### src/rtl/draw_pkg.sv
// Shared types and constants for the drawer -> VGA pixel path.
package draw_pkg;

    localparam int COORD_W  = 9;
    localparam int COLOUR_W = 9;

    localparam logic [COORD_W-1:0] SCREEN_W = 9'd320;
    localparam logic [COORD_W-1:0] SCREEN_H = 9'd240;

    typedef struct packed {
        logic [COORD_W-1:0]  x;
        logic [COORD_W-1:0]  y;
        logic [COLOUR_W-1:0] colour;
    } pixel_t;

    localparam logic [1:0] FRAME_IDLE   = 2'd0;
    localparam logic [1:0] FRAME_DRAIN  = 2'd1;
    localparam logic [1:0] FRAME_SIGNAL = 2'd2;

    function automatic logic on_screen(input logic [COORD_W-1:0] px,
                                       input logic [COORD_W-1:0] py);
        return (px < SCREEN_W) && (py < SCREEN_H);
    endfunction

endpackage

### src/rtl/pixel_fifo.sv
// First-word-fall-through pixel FIFO; head entry is always visible on dout.
module pixel_fifo
    import draw_pkg::*;
#(
    parameter int DEPTH = 4
) (
    input  logic                     clock,
    input  logic                     resetn,
    input  logic                     push,
    input  logic                     pop,
    input  pixel_t                   din,
    output pixel_t                   dout,
    output logic                     full,
    output logic                     empty,
    output logic [$clog2(DEPTH):0]   count
);

    localparam int AW = $clog2(DEPTH);
    localparam logic [AW:0] FULL_COUNT = DEPTH[AW:0];

    pixel_t          mem [DEPTH];
    logic [AW-1:0]   rd_ptr;
    logic [AW-1:0]   wr_ptr;
    logic            do_push;
    logic            do_pop;

    assign full    = (count == FULL_COUNT);
    assign empty   = (count == '0);
    assign do_pop  = pop && !empty;
    // A push into a full FIFO is legal only when the head leaves in the same cycle.
    assign do_push = push && (!full || do_pop);
    assign dout    = mem[rd_ptr];

    always_ff @(posedge clock) begin
        if (do_push) begin
            mem[wr_ptr] <= din;
        end
    end

    always_ff @(posedge clock or negedge resetn) begin
        if (!resetn) begin
            rd_ptr <= '0;
            wr_ptr <= '0;
            count  <= '0;
        end else begin
            if (do_push) wr_ptr <= wr_ptr + 1'b1;
            if (do_pop)  rd_ptr <= rd_ptr + 1'b1;
            case ({do_push, do_pop})
                2'b10:   count <= count + 1'b1;
                2'b01:   count <= count - 1'b1;
                default: ;
            endcase
        end
    end

endmodule

### src/rtl/pixel_plotter.sv
// Drawer-side pixel builder: position/colour latching, visibility filter,
// FIFO to the VGA adapter, and end-of-frame signalling once everything is out.
//
// state        | meaning
// FRAME_IDLE   | no frame end pending
// FRAME_DRAIN  | done seen, waiting for the FIFO to empty
// FRAME_SIGNAL | frame_done high for this one cycle
module pixel_plotter
    import draw_pkg::*;
#(
    parameter int                  DEPTH       = 4,
    parameter logic [COLOUR_W-1:0] TRANSPARENT = 9'h1FF
) (
    input  logic                clock,
    input  logic                resetn,
    input  logic                ld_xy,
    input  logic                ld_pos,
    input  logic                ld_colour,
    input  logic                draw_pixel,
    input  logic                done,
    input  logic [COORD_W-1:0]  x,
    input  logic [COORD_W-1:0]  y,
    input  logic [COORD_W-1:0]  dx,
    input  logic [COORD_W-1:0]  dy,
    input  logic [COLOUR_W-1:0] colour,
    input  logic                clear,
    output logic [COORD_W-1:0]  vga_x,
    output logic [COORD_W-1:0]  vga_y,
    output logic [COLOUR_W-1:0] vga_colour,
    output logic                vga_plot,
    input  logic                vga_ready,
    output logic                frame_done,
    output logic                overflow,
    output logic [15:0]         plotted
);

    logic [COORD_W-1:0]  base_x, base_y;
    logic [COORD_W-1:0]  pos_x, pos_y;
    logic                pos_off;
    logic [COLOUR_W-1:0] col;
    logic [COORD_W:0]    sum_x, sum_y;

    logic                visible, push_en, pop_en, drained;
    logic                fifo_full, fifo_empty;
    logic [$clog2(DEPTH):0] fifo_count;
    pixel_t              head;
    logic [1:0]          state, state_next;

    assign sum_x = {1'b0, base_x} + {1'b0, dx};
    assign sum_y = {1'b0, base_y} + {1'b0, dy};

    always_ff @(posedge clock or negedge resetn) begin
        if (!resetn) begin
            base_x  <= '0;
            base_y  <= '0;
            pos_x   <= '0;
            pos_y   <= '0;
            pos_off <= 1'b0;
            col     <= '0;
        end else begin
            if (ld_xy) begin
                base_x <= x;
                base_y <= y;
            end
            if (ld_pos) begin
                pos_x   <= sum_x[COORD_W-1:0];
                pos_y   <= sum_y[COORD_W-1:0];
                pos_off <= sum_x[COORD_W] | sum_y[COORD_W];
            end
            if (ld_colour) col <= colour;
        end
    end

    assign visible = draw_pixel && (col != TRANSPARENT) && !pos_off && on_screen(pos_x, pos_y);
    assign pop_en  = !fifo_empty && vga_ready;
    assign push_en = visible && (!fifo_full || pop_en);

    pixel_fifo #(.DEPTH(DEPTH)) u_fifo (
        .clock  (clock),
        .resetn (resetn),
        .push   (push_en),
        .pop    (pop_en),
        .din    ('{x: pos_x, y: pos_y, colour: col}),
        .dout   (head),
        .full   (fifo_full),
        .empty  (fifo_empty),
        .count  (fifo_count)
    );

    // Stale RAM contents are masked so the adapter sees zeros while idle.
    assign vga_plot   = !fifo_empty;
    assign vga_x      = fifo_empty ? '0 : head.x;
    assign vga_y      = fifo_empty ? '0 : head.y;
    assign vga_colour = fifo_empty ? '0 : head.colour;

    always_ff @(posedge clock or negedge resetn) begin
        if (!resetn) begin
            overflow <= 1'b0;
            plotted  <= '0;
        end else if (clear) begin
            overflow <= 1'b0;
            plotted  <= '0;
        end else begin
            if (visible && !push_en) overflow <= 1'b1;
            if (pop_en && (plotted != 16'hFFFF)) plotted <= plotted + 16'd1;
        end
    end

    assign drained = (fifo_count == '0) && !push_en;

    always_comb begin
        state_next = state;
        case (state)
            FRAME_IDLE:   if (done) state_next = drained ? FRAME_SIGNAL : FRAME_DRAIN;
            FRAME_DRAIN:  if (drained) state_next = FRAME_SIGNAL;
            FRAME_SIGNAL: state_next = FRAME_IDLE;
            default:      state_next = FRAME_IDLE;
        endcase
    end

    always_ff @(posedge clock or negedge resetn) begin
        if (!resetn) state <= FRAME_IDLE;
        else         state <= state_next;
    end

    assign frame_done = (state == FRAME_SIGNAL);

endmodule

### config.mk
export PLATFORM = sky130hd
export DESIGN_NAME = pixel_plotter
export DESIGN_NICKNAME = d
export VERILOG_FILES = /design/src/rtl/draw_pkg.sv /design/src/rtl/pixel_fifo.sv /design/src/rtl/pixel_plotter.sv
export SDC_FILE = /design/constraint.sdc
export NUM_CORES = 1
export LEC_CHECK = 0
export BUFFER_PORTS_ARGS = -buffer_cell sky130_fd_sc_hd__buf_2
export CORE_MARGIN = 8
export CORE_UTILIZATION = 40
export CTS_CLUSTER_DIAMETER = 60
export DETAILED_ROUTE_END_ITERATION = 6
export PLACE_DENSITY = 0.65
export RECOVER_POWER = 100
export SYNTH_ARGS = -nofsm -noshare
export SYNTH_HDL_FRONTEND = slang
export SYNTH_SLANG_ARGS = --single-unit
### constraint.sdc
create_clock -name clock -period 6.5 [get_ports clock]
set_clock_uncertainty 0.1 [all_clocks]
set_input_delay 0 -clock clock [delete_from_list [all_inputs] [get_ports clock]]
set_output_delay 0 -clock clock [all_outputs]
set_load 0.005 [all_outputs]
==> run metrics, run 1 <==
outcome=finished, violations left; failing checks=capacitance limit, slew limit; CTS tree=built; via/cell ratio=5.19; pre-CTS WS=3.98 ns; number of max-cap violations=5; YS warnings=0; final net count=812; final worst-path setup slack=2.91 ns; largest net degree at the start of global routing=73; Pins Over Slew Limit=142; crit path time final=3.59 ns; Post-DP HPWL=11,400 um; final setup fails=0; Syn Inst Count=564; Critical Path RT=6.41 ns; share of the synthesized area in the top cell type=39.8%; total track usage=14.0%; area growth from synthesis to layout=24.1%; Tightest Pin Transition=1.83 ns; Worst-path clk slew=0.07 ns; Critical-path top delay cell=clkbuf_1; Slew headroom=-22.0%; cts bufs inserted=17; Routed WL=17,100 um; PostCTS Resize Cnt=0; most frequent cells after synthesis=edfxtp_1 (108), dfrtp_1 (72), mux2_2 (33); worst skew pair latency=0.42 ns; Mapped Area=8160 um^2; fraction of layout cells with a size suffix above 1=22.6%; fmax=279 MHz; Routed Antenna Nets=0; Crit Path Max Fanout=27; peak per-stage delay on the critical path=1.31 ns; DP Area=8930 um^2; power per cell area=331 nW/um^2; EDFF count, synth=108; CP Launch Type=register; grt total ovfl=0; Chip Height=159 um; Vias=5,267; most numerous cell in the Yosys netlist=edfxtp_1; I/O pin count=100; Cell Chain, Critical Path=o21ai_0, nand4_1, nor3b_1, and2_0, clkbuf_1; clock buffer depth=2; CTS hold repair buffers=66; WS Path Type=reg -> reg; Die W=159 um; synthesized area per cell=14.5 um^2; Post-synth top flop=edfxtp_1; Setup TNS=0 ns; Worst VDD drop=0.181 mV; Final Hold Violating Endpoints=0; RSZ-0062 raised after global routing=false; vias in the first global route=5,457; CTS sink cnt=180; core area=20,100 um^2; final period utilization=55.2%; Setup Fix Bufs, Post-CTS=0; cell area after layout=10,100 um^2; initial antenna violation count=0; first-pass detailed-route iteration total=4; H-tree levels=4; Root Driver=clkbuf_16; number of synthesized register bits=180; asr flop ratio synth=40.0%; syn nets=645; Initial Utilization=40.6%; number of DRC markers in iteration 0=285; DRC Markers=0; synth unique cells=53; WL/cell=16.9 um; Buffers on Ports=99; post-synth top area cell=edfxtp_1; Rows=52; leakage=3.81 nW; Worst Setup End Kind=register; Final GP Congestion=0.832; CP arrival=3.50 ns; Hold Path Class=in -> reg; Fin Hold WS=0.00867 ns; die area=25,200 um^2; register area share after synthesis=61.9%; first-pass GRT wire length=28,400 um; top cells by area, synth=edfxtp_1 (40%), dfrtp_1 (22%), mux4_2 (7.5%); n_diodes=0
critical path: cells and delay by family, from the launching register on:
kind / cells / cell delay (ns)
AOI/OAI and AO/OA: 1 / 0.19
DFF: 1 / 0.43
buffers and inverters: 1 / 1.31
and+or+nand+nor: 3 / 1.12
flip-flops by register name (all words and copies together), names as in the netlist:
name	cells
u_fifo.mem	108
plotted	16
base_x	9
base_y	9
col	9
pos_x	9
pos_y	9
u_fifo.count	3
state	2
u_fifo.rd_ptr	2
u_fifo.wr_ptr	2
overflow	1
pos_off	1
path summary, 6_finish.rpt:
path                       cells after the start  slack, ns            start                 to
setup / recovery                               5       2.91         pos_x[7]  u_fifo.mem[3][10]
hold / removal                                 2      0.009            ld_xy          base_y[0]
setup reg to reg                               5       2.91         pos_x[7]  u_fifo.mem[3][10]
hold reg to reg                                1       0.41  u_fifo.count[2]    u_fifo.count[2]
max in group asynchronous                      2       5.55           resetn           pos_x[6]
min in group asynchronous                      2       0.16           resetn        plotted[13]
layout by cell type (no fill, tap or decap), types with 5 or more instances in the layout:
cell type and count:
mux2_2 31, nand3b_1 5, and2_1 10, or4_1 8, o21ai_0 20, inv_1 20, a31oi_1 5, a21oi_1 22
nor2b_1 8, o31ai_1 12, edfxtp_1 108, clkbuf_1 31, and3_1 5, nor2_1 17, mux4_2 27, buf_2 73
nand3_1 8, or3_1 10, nor3_1 8, dlygate4sd3_1 66, nand2_1 24, clkbuf_16 18, xnor2_1 5, a211oi_1 7
ha_1 24, nand4_1 10, dfrtp_1 72, and2_0 22
where the power goes:
part	leakage, nW	switching (mW)	internal (mW)
registers	1.86	0.137	1.35
logic	1.66	0.386	0.447
clock network	0.296	0.407	0.619
cell families after synthesis:
logic type / count (synthesis) / share of synthesized area, %
compound gates: 99 / 8.16
xor+xnor: 8 / 0.859
fa+ha+maj: 27 / 4.42
simple gates: 146 / 10.4
flops: 180 / 61.9
buf+inv: 44 / 2.30
mux: 60 / 12.0
final cells by class:
cell class | count | area [um^2]
Fill cell | 1732 | 9980
Clock inverter | 8 | 97.6
Tap cell | 270 | 338
Multi-Input combinational cell | 340 | 2910
Inverter | 22 | 83.8
Timing Repair Buffer | 170 | 1150
Clock buffer | 24 | 503
Sequential cell | 180 | 5040
per-stage QoR:
stage	power [mW]	utilization, %	std cells
final	3.35	50.3	1014
after global routing	3.54	50.3	1014
after CTS	3.41	50.7	1014
after detailed placement	2.34	44.4	916
after global placement	2.31	44.4	916
after floorplan	2.02	-	564
layer usage:
layer | up-vias | part of all wire, % | GRT usage, % | wire length, um
li1 | 2508 | - | - | -
met1 | 2602 | 47 | 18.4 | 8010
met2 | 136 | 47 | 22.3 | 8050
met3 | 21 | 4.8 | 3.44 | 825
met4 | 0 | 1.2 | 4.29 | 204
met5 | - | 0 | 0 | 0
No activity file was read; power rests on OpenSTA's default activity.
==> inputs of run 2 (changes only) <==
Clock period 6.5 ns to 3.7 ns, I/O delays scaled along.
==> run metrics, run 2 (synthesis results as in run 1) <==
Buffers on Ports=99; most common cell after layout, fill and taps aside=edfxtp_1; outcome=finished, violations left; clock buffer depth=2; Root Driver=clkbuf_16; RR Startpoint=pos_x[7]; Critical Path RT=3.64 ns; final setup fails=0; Top reg by flops=u_fifo.mem; area growth from synthesis to layout=23.1%; worst reg2reg path depth=5; DP Area=8940 um^2; failing checks=capacitance limit, slew limit; worst skew pair latency=0.42 ns; top flop regs=u_fifo.mem: 108 flops, plotted: 16 flops; Final GP Congestion=0.846; hold wc startpoint=ld_xy; first-pass GRT wire length=29,800 um; n_diodes=0; Chip Height=159 um; number of max-cap violations=1; Routed Antenna Nets=0; Routed WL=17,700 um; CP Launch Type=register; Setup TNS=0 ns; WS Path Type=reg -> reg; CTS sink cnt=180; Final Hold Violating Endpoints=0; FF-to-FF End=u_fifo.mem[2][11]; I/O pin count=100; Worst Setup End Kind=register; Die W=159 um; Hold Path Stages=2; final net count=805; core area=20,100 um^2; Worst-path clk slew=0.07 ns; Filler cells=1,738; cts bufs inserted=17; CP arrival=2.88 ns; initial antenna violation count=0; fmax=340 MHz; H-tree levels=4; RSZ-0062 raised after global routing=false; grt total ovfl=0; Pins Over Slew Limit=73; max reg flops=108; most frequent cells in the layout=edfxtp_1 (108), buf_2 (73), dfrtp_1 (71); WL/cell=17.5 um; DRC Markers=0; largest net degree at the start of global routing=73; Initial Utilization=40.6%; Worst VDD drop=0.349 mV; via/cell ratio=5.22; die area=25,200 um^2; Rows=52; vias in the first global route=5,682; Tightest Pin Transition=1.84 ns; Crit Path Max Fanout=27; Hold Path Class=in -> reg; final period utilization=79.6%; PostCTS Resize Cnt=0; number of DRC markers in iteration 0=315; power per cell area=578 nW/um^2; Slew headroom=-22.8%; total track usage=14.6%; hold path endpoint=base_y[0]; crit path time final=2.94 ns; FF-to-FF setup slack=0.76 ns; leakage=3.78 nW; first-pass detailed-route iteration total=4; Post-DP HPWL=11,800 um; CTS tree=built; fraction of layout cells with a size suffix above 1=24.2%; cell area after layout=10,000 um^2; Vias=5,256
[run 2: how the worst max path moves through the flow]
| stage | from | to | slack, ns | depth (start not counted) |
|---|---|---|---|---|
| detailed placement | pos_x[7] | u_fifo.count[1] | 1.10 | 8 |
| global placement | col[4] | u_fifo.count[2] | 1.28 | 10 |
| CTS | u_fifo.rd_ptr[0] | vga_y[8] | 1.07 | 3 |
| floorplan | u_fifo.count[1] | u_fifo.count[2] | 1.41 | 9 |
| finish | pos_x[7] | u_fifo.mem[2][11] | 0.76 | 5 |
| global route | pos_x[7] | u_fifo.mem[2][13] | 0.53 | 5 |
[run 2: layer usage]
layer  part of all wire [%]  track usage [%]  wire, um  up-vias
li1                       -                -         -     2500
met1                     46             18.7      8060     2597
met3                    4.5             2.95       799       20
met4                    1.8             5.80       321        0
met5                      0                0         0        -
met2                     48             23.9      8490      139
[run 2: layout make-up]
| class | count | area [um^2] | area share [%] |
|---|---|---|---|
| clock buffers | 21 | 470 | 4.69 |
| clock inverters | 11 | 104 | 1.03 |
| inverters | 22 | 87.6 | 0.872 |
| multi-input cells | 340 | 2910 | 29.0 |
| flip-flops and latches | 180 | 5050 | 50.3 |
| well taps | 270 | 338 | 3.37 |
| repair buffers | 163 | 1080 | 10.8 |
[run 2: through the flow]
| stage | total power [mW] | setup slack [ns] | utilization [%] | hold WS, ns | std cells |
|---|---|---|---|---|---|
| 2_1_floorplan | 3.55 | 1.41 | - | -0.396 | 564 |
| 3_3_place_gp | 4.07 | 1.28 | 44.5 | 0.0975 | 917 |
| 3_5_place_dp | 4.13 | 1.10 | 44.5 | 0.117 | 917 |
| 4_1_cts | 5.92 | 1.07 | 50.2 | 0.000489 | 1007 |
| 5_1_grt | 6.14 | 0.531 | 49.9 | 0.0242 | 1007 |
| 6_report | 5.80 | 0.756 | 49.9 | 0.0140 | 1007 |
[run 2: what timing repair did]
action,in CTS,in global routing
hold endpoints to repair,128,0
buffers inserted,0,0
hold buffers,58,0
[run 2: worst max-delay path, stage by stage (launching register included)]
cell and delay [ns]:
dfrtp_1 0.43, o21ai_0 0.20, nand4_1 0.24, nor3b_1 0.70
and2_0 0.21, clkbuf_2 0.66
[run 2: power breakdown]
group          internal (mW)  switching [mW]  total, mW
clock                  0.983           0.741       1.72
combinational          0.773           0.692       1.46
sequential              2.37           0.240       2.61
